`src/rtl/ct_pmp_csr_ctrl_if.sv`:
```
// CSR request/response channel between CP0 and the PMP register block.
// The master drives the request side; the slave (PMP block) returns the
// ready, the response strobe and the read data/illegal flags.
interface ct_pmp_csr_ctrl_if;
    logic        cp0_pmp_req_vld;
    logic        cp0_pmp_req_wen;
    logic [11:0] cp0_pmp_req_addr;
    logic [63:0] cp0_pmp_wdata;
    logic        pmp_cp0_req_rdy;
    logic        pmp_cp0_rsp_vld;
    logic [63:0] pmp_cp0_rdata;
    logic        pmp_cp0_rsp_illegal;

    modport master (
        output cp0_pmp_req_vld, cp0_pmp_req_wen, cp0_pmp_req_addr, cp0_pmp_wdata,
        input  pmp_cp0_req_rdy, pmp_cp0_rsp_vld, pmp_cp0_rdata, pmp_cp0_rsp_illegal
    );

    modport slave (
        input  cp0_pmp_req_vld, cp0_pmp_req_wen, cp0_pmp_req_addr, cp0_pmp_wdata,
        output pmp_cp0_req_rdy, pmp_cp0_rsp_vld, pmp_cp0_rdata, pmp_cp0_rsp_illegal
    );
endinterface

```
`src/rtl/ct_pmp_csr_ctrl.sv`:
```
// PMP CSR controller: holds pmpcfg0 and pmpaddr0-7 for eight PMP entries,
// serves CP0 reads/writes, and holds register commits off while the MMU has
// a PMP check in flight. pmpcfg2 is hardwired to zero.
module ct_pmp_csr_ctrl (
    input  logic                 forever_cpuclk,
    input  logic                 cpurst,
    ct_pmp_csr_ctrl_if.slave     csr,
    input  logic                 mmu_pmp_busy,
    output logic                 pmp_mmu_cfg_upd,
    output logic [63:0]          pmpcfg0_value,
    output logic [63:0]          pmpcfg2_value,
    output logic [28:0]          pmpaddr0_value,
    output logic [28:0]          pmpaddr1_value,
    output logic [28:0]          pmpaddr2_value,
    output logic [28:0]          pmpaddr3_value,
    output logic [28:0]          pmpaddr4_value,
    output logic [28:0]          pmpaddr5_value,
    output logic [28:0]          pmpaddr6_value,
    output logic [28:0]          pmpaddr7_value
);

    typedef enum logic [1:0] {IDLE, WAIT, RESP} state_t;

    state_t            state_q, state_d;
    logic [7:0][7:0]   cfg_q;          // one byte per entry: L,00,A[1:0],X,W,R
    logic [7:0][28:0]  addr_q;         // stored pmpaddr[37:9]
    logic [11:0]       pend_addr_q;
    logic [63:0]       pend_wdata_q;
    logic [63:0]       rdata_q;
    logic              illegal_q;
    logic              upd_q;          // a commit happened for the current response

    logic              accept, commit, rdy, rsp_vld;
    logic              req_cfg0, req_cfg2, req_paddr, req_legal;
    logic              pend_cfg0, pend_paddr;
    logic [2:0]        req_idx, pend_idx;
    logic              req_napot;
    logic [63:0]       rd_val;
    logic [7:0]        addr_lock;

    // Legalize one written cfg byte: reserved bits 0, NA4 -> OFF, W without R drops W.
    function automatic logic [7:0] cfg_warl(input logic [7:0] b);
        logic [1:0] a;
        a = (b[4:3] == 2'b10) ? 2'b00 : b[4:3];
        return {b[7], 2'b00, a, b[2], b[1] & b[0], b[0]};
    endfunction

    assign req_cfg0   = (csr.cp0_pmp_req_addr == 12'h3A0);
    assign req_cfg2   = (csr.cp0_pmp_req_addr == 12'h3A2);
    assign req_paddr  = (csr.cp0_pmp_req_addr[11:3] == 9'h076);
    assign req_legal  = req_cfg0 | req_cfg2 | req_paddr;
    assign req_idx    = csr.cp0_pmp_req_addr[2:0];
    assign pend_cfg0  = (pend_addr_q == 12'h3A0);
    assign pend_paddr = (pend_addr_q[11:3] == 9'h076);
    assign pend_idx   = pend_addr_q[2:0];
    assign req_napot  = (cfg_q[req_idx][4:3] == 2'b11);

    // pmpaddrN is frozen by its own lock, or by a locked TOR entry N+1 that uses it as base.
    always_comb begin
        addr_lock = '0;
        for (int n = 0; n < 8; n++) begin
            addr_lock[n] = cfg_q[n][7];
            if (n < 7)
                addr_lock[n] = addr_lock[n] | (cfg_q[n+1][7] & (cfg_q[n+1][4:3] == 2'b01));
        end
    end

    // Read image of the requested CSR from the current register contents.
    always_comb begin
        rd_val = '0;
        if (req_cfg0)
            rd_val = cfg_q;
        else if (req_paddr)
            rd_val = {26'd0, addr_q[req_idx][28:1], req_napot & addr_q[req_idx][0],
                      req_napot ? 9'h1FF : 9'h000};
    end

    // FSM state register.
    always_ff @(posedge forever_cpuclk or posedge cpurst) begin
        if (cpurst) state_q <= IDLE;
        else        state_q <= state_d;
    end

    // FSM next state and handshake controls.
    always_comb begin
        state_d = state_q;
        accept  = 1'b0;
        commit  = 1'b0;
        rdy     = 1'b0;
        rsp_vld = 1'b0;
        case (state_q)
            IDLE: begin
                rdy = 1'b1;
                if (csr.cp0_pmp_req_vld) begin
                    accept  = 1'b1;
                    state_d = (csr.cp0_pmp_req_wen && req_legal) ? WAIT : RESP;
                end
            end
            WAIT: begin
                if (!mmu_pmp_busy) begin
                    commit  = 1'b1;
                    state_d = RESP;
                end
            end
            RESP: begin
                rsp_vld = 1'b1;
                state_d = IDLE;
            end
            default: state_d = IDLE;
        endcase
    end

    // Capture request and response data at acceptance; flag commits for the upd pulse.
    always_ff @(posedge forever_cpuclk or posedge cpurst) begin
        if (cpurst) begin
            pend_addr_q  <= '0;
            pend_wdata_q <= '0;
            rdata_q      <= '0;
            illegal_q    <= 1'b0;
            upd_q        <= 1'b0;
        end else if (accept) begin
            pend_addr_q  <= csr.cp0_pmp_req_addr;
            pend_wdata_q <= csr.cp0_pmp_wdata;
            rdata_q      <= csr.cp0_pmp_req_wen ? 64'd0 : rd_val;
            illegal_q    <= ~req_legal;
            upd_q        <= 1'b0;
        end else if (commit) begin
            upd_q        <= 1'b1;
        end
    end

    // Commit the pending write into cfg/addr registers, honouring lock rules.
    always_ff @(posedge forever_cpuclk or posedge cpurst) begin
        if (cpurst) begin
            cfg_q  <= '0;
            addr_q <= '0;
        end else if (commit) begin
            if (pend_cfg0) begin
                for (int n = 0; n < 8; n++)
                    if (!cfg_q[n][7])
                        cfg_q[n] <= cfg_warl(pend_wdata_q[n*8 +: 8]);
            end
            if (pend_paddr && !addr_lock[pend_idx])
                addr_q[pend_idx] <= pend_wdata_q[37:9];
        end
    end

    assign csr.pmp_cp0_req_rdy     = rdy;
    assign csr.pmp_cp0_rsp_vld     = rsp_vld;
    assign csr.pmp_cp0_rdata       = rsp_vld ? rdata_q : 64'd0;
    assign csr.pmp_cp0_rsp_illegal = rsp_vld & illegal_q;
    assign pmp_mmu_cfg_upd         = rsp_vld & upd_q;

    assign pmpcfg0_value  = cfg_q;
    assign pmpcfg2_value  = 64'd0;
    assign pmpaddr0_value = addr_q[0];
    assign pmpaddr1_value = addr_q[1];
    assign pmpaddr2_value = addr_q[2];
    assign pmpaddr3_value = addr_q[3];
    assign pmpaddr4_value = addr_q[4];
    assign pmpaddr5_value = addr_q[5];
    assign pmpaddr6_value = addr_q[6];
    assign pmpaddr7_value = addr_q[7];

endmodule

```
`src/flat_wrapper.sv`:
```
// flat-port wrapper written by rule: the top's interface ports become plain ports
module ct_pmp_csr_ctrl_flat 
  (forever_cpuclk, cpurst, mmu_pmp_busy, pmp_mmu_cfg_upd, pmpcfg0_value, pmpcfg2_value, pmpaddr0_value, pmpaddr1_value, pmpaddr2_value, pmpaddr3_value, pmpaddr4_value, pmpaddr5_value, pmpaddr6_value, pmpaddr7_value, csr_cp0_pmp_req_vld, csr_cp0_pmp_req_wen, csr_cp0_pmp_req_addr, csr_cp0_pmp_wdata, csr_pmp_cp0_req_rdy, csr_pmp_cp0_rsp_vld, csr_pmp_cp0_rdata, csr_pmp_cp0_rsp_illegal);
  ct_pmp_csr_ctrl_if csr_i ();
  input  logic forever_cpuclk;
  input  logic cpurst;
  input  logic mmu_pmp_busy;
  output logic pmp_mmu_cfg_upd;
  output logic [63:0] pmpcfg0_value;
  output logic [63:0] pmpcfg2_value;
  output logic [28:0] pmpaddr0_value;
  output logic [28:0] pmpaddr1_value;
  output logic [28:0] pmpaddr2_value;
  output logic [28:0] pmpaddr3_value;
  output logic [28:0] pmpaddr4_value;
  output logic [28:0] pmpaddr5_value;
  output logic [28:0] pmpaddr6_value;
  output logic [28:0] pmpaddr7_value;
  input wire logic [$bits(csr_i.cp0_pmp_req_vld)-1:0] csr_cp0_pmp_req_vld;
  input wire logic [$bits(csr_i.cp0_pmp_req_wen)-1:0] csr_cp0_pmp_req_wen;
  input wire logic [$bits(csr_i.cp0_pmp_req_addr)-1:0] csr_cp0_pmp_req_addr;
  input wire logic [$bits(csr_i.cp0_pmp_wdata)-1:0] csr_cp0_pmp_wdata;
  output wire logic [$bits(csr_i.pmp_cp0_req_rdy)-1:0] csr_pmp_cp0_req_rdy;
  output wire logic [$bits(csr_i.pmp_cp0_rsp_vld)-1:0] csr_pmp_cp0_rsp_vld;
  output wire logic [$bits(csr_i.pmp_cp0_rdata)-1:0] csr_pmp_cp0_rdata;
  output wire logic [$bits(csr_i.pmp_cp0_rsp_illegal)-1:0] csr_pmp_cp0_rsp_illegal;
  assign csr_i.cp0_pmp_req_vld = csr_cp0_pmp_req_vld;
  assign csr_i.cp0_pmp_req_wen = csr_cp0_pmp_req_wen;
  assign csr_i.cp0_pmp_req_addr = csr_cp0_pmp_req_addr;
  assign csr_i.cp0_pmp_wdata = csr_cp0_pmp_wdata;
  assign csr_pmp_cp0_req_rdy = csr_i.pmp_cp0_req_rdy;
  assign csr_pmp_cp0_rsp_vld = csr_i.pmp_cp0_rsp_vld;
  assign csr_pmp_cp0_rdata = csr_i.pmp_cp0_rdata;
  assign csr_pmp_cp0_rsp_illegal = csr_i.pmp_cp0_rsp_illegal;
  ct_pmp_csr_ctrl u_core (.forever_cpuclk(forever_cpuclk), .cpurst(cpurst), .csr(csr_i), .mmu_pmp_busy(mmu_pmp_busy), .pmp_mmu_cfg_upd(pmp_mmu_cfg_upd), .pmpcfg0_value(pmpcfg0_value), .pmpcfg2_value(pmpcfg2_value), .pmpaddr0_value(pmpaddr0_value), .pmpaddr1_value(pmpaddr1_value), .pmpaddr2_value(pmpaddr2_value), .pmpaddr3_value(pmpaddr3_value), .pmpaddr4_value(pmpaddr4_value), .pmpaddr5_value(pmpaddr5_value), .pmpaddr6_value(pmpaddr6_value), .pmpaddr7_value(pmpaddr7_value));
endmodule
```
`config.mk`:
```
export PLATFORM = sky130hd
export DESIGN_NAME = ct_pmp_csr_ctrl_flat
export DESIGN_NICKNAME = d
export VERILOG_FILES = /design/src/rtl/ct_pmp_csr_ctrl_if.sv /design/src/rtl/ct_pmp_csr_ctrl.sv /design/src/flat_wrapper.sv
export SDC_FILE = /design/constraint.sdc
export NUM_CORES = 1
export LEC_CHECK = 0
export ABC_AREA = 0
export BUFFER_PORTS_ARGS = -buffer_cell sky130_fd_sc_hd__buf_2
export CAP_MARGIN = 5
export CORE_AREA = 3 3 197 199
export CTS_BUF_LIST = sky130_fd_sc_hd__clkbuf_4
export CTS_CLUSTER_DIAMETER = 150
export DETAILED_ROUTE_END_ITERATION = 10
export DIE_AREA = 0 0 200 202
export PLACE_DENSITY = 0.79
export SLEW_MARGIN = 20
export SYNTH_ARGS = -nofsm -noshare
export SYNTH_HDL_FRONTEND = slang
export SYNTH_SLANG_ARGS = --single-unit
```
`constraint.sdc`:
```
create_clock -name forever_cpuclk -period 37.3 [get_ports forever_cpuclk]
set_input_delay 3.73 -clock forever_cpuclk [delete_from_list [all_inputs] [get_ports forever_cpuclk]]
set_output_delay 3.73 -clock forever_cpuclk [all_outputs]
set_load 0.02 [all_outputs]
```
==> results of run 1 <==
[synth_stat cells, types with 3 or more instances]
library cell  instances
nand3b_1              3
buf_6                 8
o21ai_0              40
and2_1               59
mux2_2              156
a22oi_1              11
mux2i_1              28
mux4_2               58
buf_4                96
nor3b_1               5
dfrtp_1             407
clkbuf_1             53
buf_2                22
nor2_1               15
a221o_1               7
nand2_1             313
inv_1                 7
a21o_1               10
nand4_1               8
a22o_1               31
mux2_4               80
and3b_1               4
or2_2                 7
nand3_1              21
buf_1                14
[layer usage]
| layer | vias to the layer above | GRT usage, % | share of wire (%) |
|---|---|---|---|
| met1 | 7044 | 36.9 | 41 |
| met2 | 607 | 44.5 | 48 |
| met3 | 95 | 8.72 | 8.4 |
| met4 | 0 | 9.20 | 2.9 |
| met5 | - | 0 | 0 |
| li1 | 5929 | - | - |
[stage by stage]
step	std cells	utilization, %
after CTS	2508	59.4
after floorplan	1580	-
after detailed placement	2330	55.7
after global placement	2330	55.7
final	2514	59.5
after global routing	2514	59.5
[layout make-up]
cell class | instances | area share (%)
Clock buffer | 157 | 5.30
Antenna cell | 5 | 0.0562
Multi-Input combinational cell | 973 | 34.9
Sequential cell | 407 | 45.8
Inverter | 7 | 0.152
Tap cell | 511 | 2.87
Timing Repair Buffer | 433 | 10.1
Clock inverter | 21 | 0.888
[registers in the layout, summed over array words and instances (netlist names), 29 cells and up]
| signal | cells |
|---|---|
| u_core.pmpaddr4_value | 29 |
| u_core.pmpaddr1_value | 29 |
| u_core.pend_wdata_q | 55 |
| u_core.pmpaddr5_value | 29 |
| u_core.pmpaddr2_value | 29 |
| u_core.rdata_q | 56 |
| u_core.pmpaddr7_value | 29 |
| u_core.pmpcfg0_value | 48 |
| u_core.pmpaddr3_value | 29 |
| u_core.pmpaddr0_value | 29 |
| u_core.pmpaddr6_value | 29 |
[power by group through the flow]
| stage | logic, uW | clock network, uW | registers, uW |
|---|---|---|---|
| after detailed placement | 52.1 | 0 | 476 |
| after floorplan | 51.0 | 0 | 464 |
| after global routing | 58.0 | 435 | 470 |
| after CTS | 52.2 | 411 | 468 |
| after global placement | 50.9 | 0 | 474 |
| final | 52.0 | 402 | 468 |
[worst max-delay path by stage]
| stage | start | endpoint | slack [ns] | cells past startpoint |
|---|---|---|---|---|
| after global routing | u_core.state_q[1] | pmp_mmu_cfg_upd | 30.90 | 4 |
| final | u_core.state_q[1] | pmp_mmu_cfg_upd | 31.09 | 4 |
| after detailed placement | csr_cp0_pmp_req_vld | u_core.rdata_q[32] | 30.46 | 6 |
| after global placement | csr_cp0_pmp_req_vld | u_core.rdata_q[9] | 30.52 | 6 |
| after floorplan | cpurst | u_core.illegal_q | 22.25 | 1 |
| after CTS | u_core.state_q[1] | pmp_mmu_cfg_upd | 31.02 | 4 |
[critical path, cell delays in order (launching register included)]
cell,delay (ns)
dfrtp_1,0.51
nor2b_4,0.20
buf_4,0.51
and2_1,0.27
buf_2,0.18
[logic make-up (layout without fill, tap and decap cells)]
family,after synthesis,count (layout),synth area share (%)
multiplexers,322,322,24.2
AO/OA/AOI/OAI,112,112,4.38
flip-flops,407,407,54.2
AND/OR/NAND/NOR,452,452,10.8
other,1,92,0.0200
buffers and inverters,200,618,6.38
==> run metrics, run 1 <==
crit end category=output pin; layout cells sized above 1=45.5%; setup TNS=0 ns; total power=922 uW; First-pass DRT Iterations=5; cts hold-fix bufs=0; Least-Margin Pin Slew=1.04 ns; nets=2008; setup violators final=0; # DRC=0; clk_lat worst skew=0.82 ns; Hold Path Sink=u_core.pmpcfg0_value[55]; Slew Limit Headroom=30.4%; leakage=0.0127 uW; Psw=239 uW; ys flop type=dfrtp_1; largest net degree at the start of global routing=98; CTS buffer count=105; Clock H-tree levels=3; Worst R2R Start=u_core.state_q[0]; hold_sp=u_core.pend_wdata_q[55]; r2r endpoint=u_core.rdata_q[35]; Syn Inst Count=1494; filler instances=2994; clock share of power=43.6%; DR vias=13700; crit path max fanout=59; Placed Area=20800 um2; number of top-level pins=509; first-pass GRT wire length=85.7 mm; WL/cell=22.5 um; R2R depth=5; critical path class=reg2out; final-report hold violation count=0; Clock Tree Buf Depth=3; syn avg cell area=12.6 um2; Clock transition at path regs=0.06 ns; Clock Sinks=407; area share of the largest cell type after synthesis=54.2%; Fmax achieved=161 MHz; HPWL Detailed=37.2 mm; Ys Warns=0; combinational share of power=5.6%; reg2reg setup slack=33.81 ns; Core ar.=37400 um2; fraction of registers with async set/reset=100%; die area=40400 um2; vias in the first global route=14100; clk_skew=0.0512 ns; Final Wtd Congestion=0.818; Crit path arrival time=2.48 ns; most common cell after layout, fill and taps aside=buf_2; CTS tree=done; post-synthesis cell area=18800 um2; Seq pwr share=50.8%; initial antenna violation count=4; routed vias/inst=5.44; EDFF count, synth=0; status=finished clean; Pwr per Cell Area=41.4 nW/um2; VDD IR-drop max=0.0000286 V; Critical Path RT=33.57 ns; Final min period=6.21 ns; Pint=683 uW; global-route usage over all layers=28.0%; synthesized flop and latch total=407; final hold slack=0.462 ns; die extent in y=202 um; Root Driver=clkbuf_4; fin. max-slew vios=0; grt total ovfl=0; FF/Latch Area=10200 um2; drt initial violations=967; I/O Buffers=412; P&R area growth vs syn=18.4%; Resized Gates After CTS=0; top post-synthesis cells by area=dfrtp_1 (54%), mux2_2 (9.3%), mux4_2 (7.0%); std cell rows=71; Synth cell types=50; Setup Fix Bufs, Post-CTS=0; Hold Path Stages=1; Max Cap Viol=0; pre-CTS WS=30.46 ns; final setup margin=31.09 ns; Startpoint Class=register; most frequent cells in the layout=buf_2 (411), dfrtp_1 (407), nand2_1 (313), clkbuf_4 (157), mux2_2 (156); Sw Ratio=25.9%; worst min path class=reg2reg; Initial Util=50.2%; Final ANT Viol Nets=0; sequential share of the synthesized area=54.2%; DRT Wirelength=56.5 mm; period utilization=16.6%; fin area=22300 um2; Multi-input gate area=7760 um2; post-synth top area cell=dfrtp_1; die width=200 um; RSZ-0062 raised after global routing=false
Note: power is estimated with default switching activity, not from simulation.
==> run 2, diff against run 1 <==
--- a/config.mk
+++ b/config.mk
@@ -5,15 +5,15 @@
 export SDC_FILE = /design/constraint.sdc
 export NUM_CORES = 1
 export LEC_CHECK = 0
-export ABC_AREA = 0
+export ABC_AREA = 1
 export BUFFER_PORTS_ARGS = -buffer_cell sky130_fd_sc_hd__buf_2
 export CAP_MARGIN = 5
-export CORE_AREA = 3 3 197 199
+export CORE_AREA = 3 3 202 204
 export CTS_BUF_LIST = sky130_fd_sc_hd__clkbuf_4
 export CTS_CLUSTER_DIAMETER = 150
 export DETAILED_ROUTE_END_ITERATION = 10
-export DIE_AREA = 0 0 200 202
-export PLACE_DENSITY = 0.79
+export DIE_AREA = 0 0 205 207
+export PLACE_DENSITY = 0.81
 export SLEW_MARGIN = 20
 export SYNTH_ARGS = -nofsm -noshare
 export SYNTH_HDL_FRONTEND = slang
==> constraint.sdc (replaced) <==
create_clock -name forever_cpuclk -period 5.6 [get_ports forever_cpuclk]
set_input_delay 0.56 -clock forever_cpuclk [delete_from_list [all_inputs] [get_ports forever_cpuclk]]
set_output_delay 0.56 -clock forever_cpuclk [all_outputs]
set_load 0.02 [all_outputs]
==> run metrics, run 2 <==
status=finished clean; worst min path class=in2reg; crit path max fanout=66; P&R area growth vs syn=20.8%; clk_lat worst skew=0.86 ns; Startpoint Class=register; layout cells sized above 1=21.6%; Pwr per Cell Area=274 nW/um2; post-synthesis cell area=19600 um2; largest register by flop count=u_core.rdata_q; fraction of registers with async set/reset=100%; CP cell instances=inv_1, nand2_1, inv_1, nand2_4, inv_4, nand2_1, inv_2, o21ai_0, o21ai_0; Max Cap Viol=0; leakage=0.0133 uW; setup TNS=0 ns; top post-synthesis cells by area=dfrtp_1 (52%), nand2_1 (19%), nand3_1 (9.0%); most common cell in the netlist=nand2_1; largest net degree at the start of global routing=176; synthesized flop and latch total=407; EDFF count, synth=0; Least-Margin Pin Slew=1.17 ns; area share of the largest cell type after synthesis=52.1%; Buf/Inv on CP=4; DRT Wirelength=75.9 mm; period utilization=67.7%; Clock Tree Buf Depth=3; Core ar.=39500 um2; initial antenna violation count=3; die extent in y=207 um; CTS buffer count=109; Clock H-tree levels=3; Fmax achieved=264 MHz; grt total ovfl=0; syn avg cell area=7.74 um2; I/O Buffers=412; global-route usage over all layers=34.8%; ys flop type=dfrtp_1; critical path class=reg2reg; CTS tree=done; Crit-path slowest cell=inv_2; max reg flops=56; die area=42400 um2; final hold slack=0.0537 ns; vias in the first global route=19200; Final ANT Viol Nets=0; Commonest cells post-synth=nand2_1 (979), dfrtp_1 (407), nand3_1 (352); crit end category=register; Final min period=3.79 ns; clk_skew=0.0588 ns; Final Wtd Congestion=0.889; Post-Layout Cell Count=3567; dpl cells=3306; Clock Sinks=407; setup violators final=0; die width=205 um; Slew Limit Headroom=21.9%; DR vias=20100; number of top-level pins=509; Ys Warns=0; First-pass DRT Iterations=6; VDD IR-drop max=0.000179 V; sequential share of the synthesized area=52.1%; Crit path arrival time=4.53 ns; routed vias/inst=5.63; Clock transition at path regs=0.07 ns; nets=3039; Synth cell types=27; most common cell after layout, fill and taps aside=nand2_1; Initial Util=49.6%; drt initial violations=2517; post-synth top area cell=dfrtp_1; most frequent cells in the layout=nand2_1 (978), buf_2 (411), dfrtp_1 (407), nand3_1 (352), clkbuf_4 (173); Syn Inst Count=2525; HPWL Detailed=46.8 mm; Critical Path RT=6.33 ns; first-pass GRT wire length=114 mm; RSZ-0062 raised after global routing=false; Root Driver=clkbuf_4; worst stage delay on the critical path=0.88 ns; std cell rows=73; # DRC=0; final-report hold violation count=0; WL/cell=21.3 um; Top delay family on crit path=buffers and inverters; total power=6480 uW; fin. max-slew vios=0
[run 2: changes by cell type after synthesis, moves of 11 or more]
cell,previous run,this run
nand2_1,313,979
o21ai_0,40,101
mux4_2,58,0
nand3_1,21,352
mux2_4,80,0
nor2_1,15,107
a22oi_1,11,0
clkbuf_1,53,120
buf_2,22,38
mux2_2,156,0
and2_1,59,0
a21oi_1,1,75
mux2i_1,28,0
inv_1,7,131
[run 2: what timing repair did]
item | CTS | global route
hold endpoints to repair | 65 | 0
hold buffers | 64 | 0
setup endpoints to repair | 0 | 0
buffers inserted | 0 | 0
gates resized for setup | 0 | 0
[run 2: report_power, final]
part	internal (uW)	total (uW)	switching, uW
Sequential	3000	3140	134
Combinational	139	587	448
Clock	1480	2750	1270
Total	4620	6480	1860
[run 2: cell families (layout without fill, tap and decap cells)]
family	Yosys count	count (layout)	share of synthesized area, %
compound gates	237	237	6.98
other cells	1	89	0.0192
flops	407	407	52.1
buf+inv	412	841	10.0
simple gates	1468	1468	30.9
[run 2: final timing paths]
kind	cells past startpoint	start	to	slack [ns]
worst min-delay path	3	csr_cp0_pmp_wdata[20]	u_core.pend_wdata_q[20]	0.05
min in group asynchronous	3	cpurst	u_core.pmpaddr4_value[8]	0.19
worst max-delay path	9	u_core.state_q[0]	u_core.rdata_q[0]	1.81
max in group asynchronous	4	cpurst	u_core.pmpaddr6_value[25]	4.15
worst max register to register	9	u_core.state_q[0]	u_core.rdata_q[0]	1.81
worst min register to register	2	u_core.rdata_q[3]	u_core.rdata_q[3]	0.48
[run 2: layout make-up]
class | count | area [um2]
diodes | 2 | 5.00
clock buffers | 173 | 1300
clock inverters | 20 | 139
fillers | 3578 | 15800
inverters | 138 | 527
multi-input cells | 1792 | 7780
flip-flops and latches | 407 | 10200
well taps | 525 | 657
repair buffers | 510 | 3030
[run 2: worst reg2reg max path: cells and delay by family (launching register included)]
family | cells | cell delay (ns)
flip-flops | 1 | 0.42
buffers and inverters | 4 | 1.68
AND/OR/NAND/NOR | 3 | 1.18
AO/OA/AOI/OAI | 2 | 0.45
[run 2: per-stage QoR]
step	setup slack, ns	instance area, um2	util (%)
6_report	1.81	23600	59.9
5_1_grt	1.67	23600	59.9
4_1_cts	1.88	23600	59.7
3_5_place_dp	1.87	21500	54.5
3_3_place_gp	1.92	21500	54.4
2_1_floorplan	-0.444	19900	-
[run 2: metal layers]
layer  global-route usage [%]  part of all wire, %
met2                     54.3                   45
met3                     10.1                   13
met1                     45.2                   38
met4                     15.3                  4.5
met5                        0                0.017
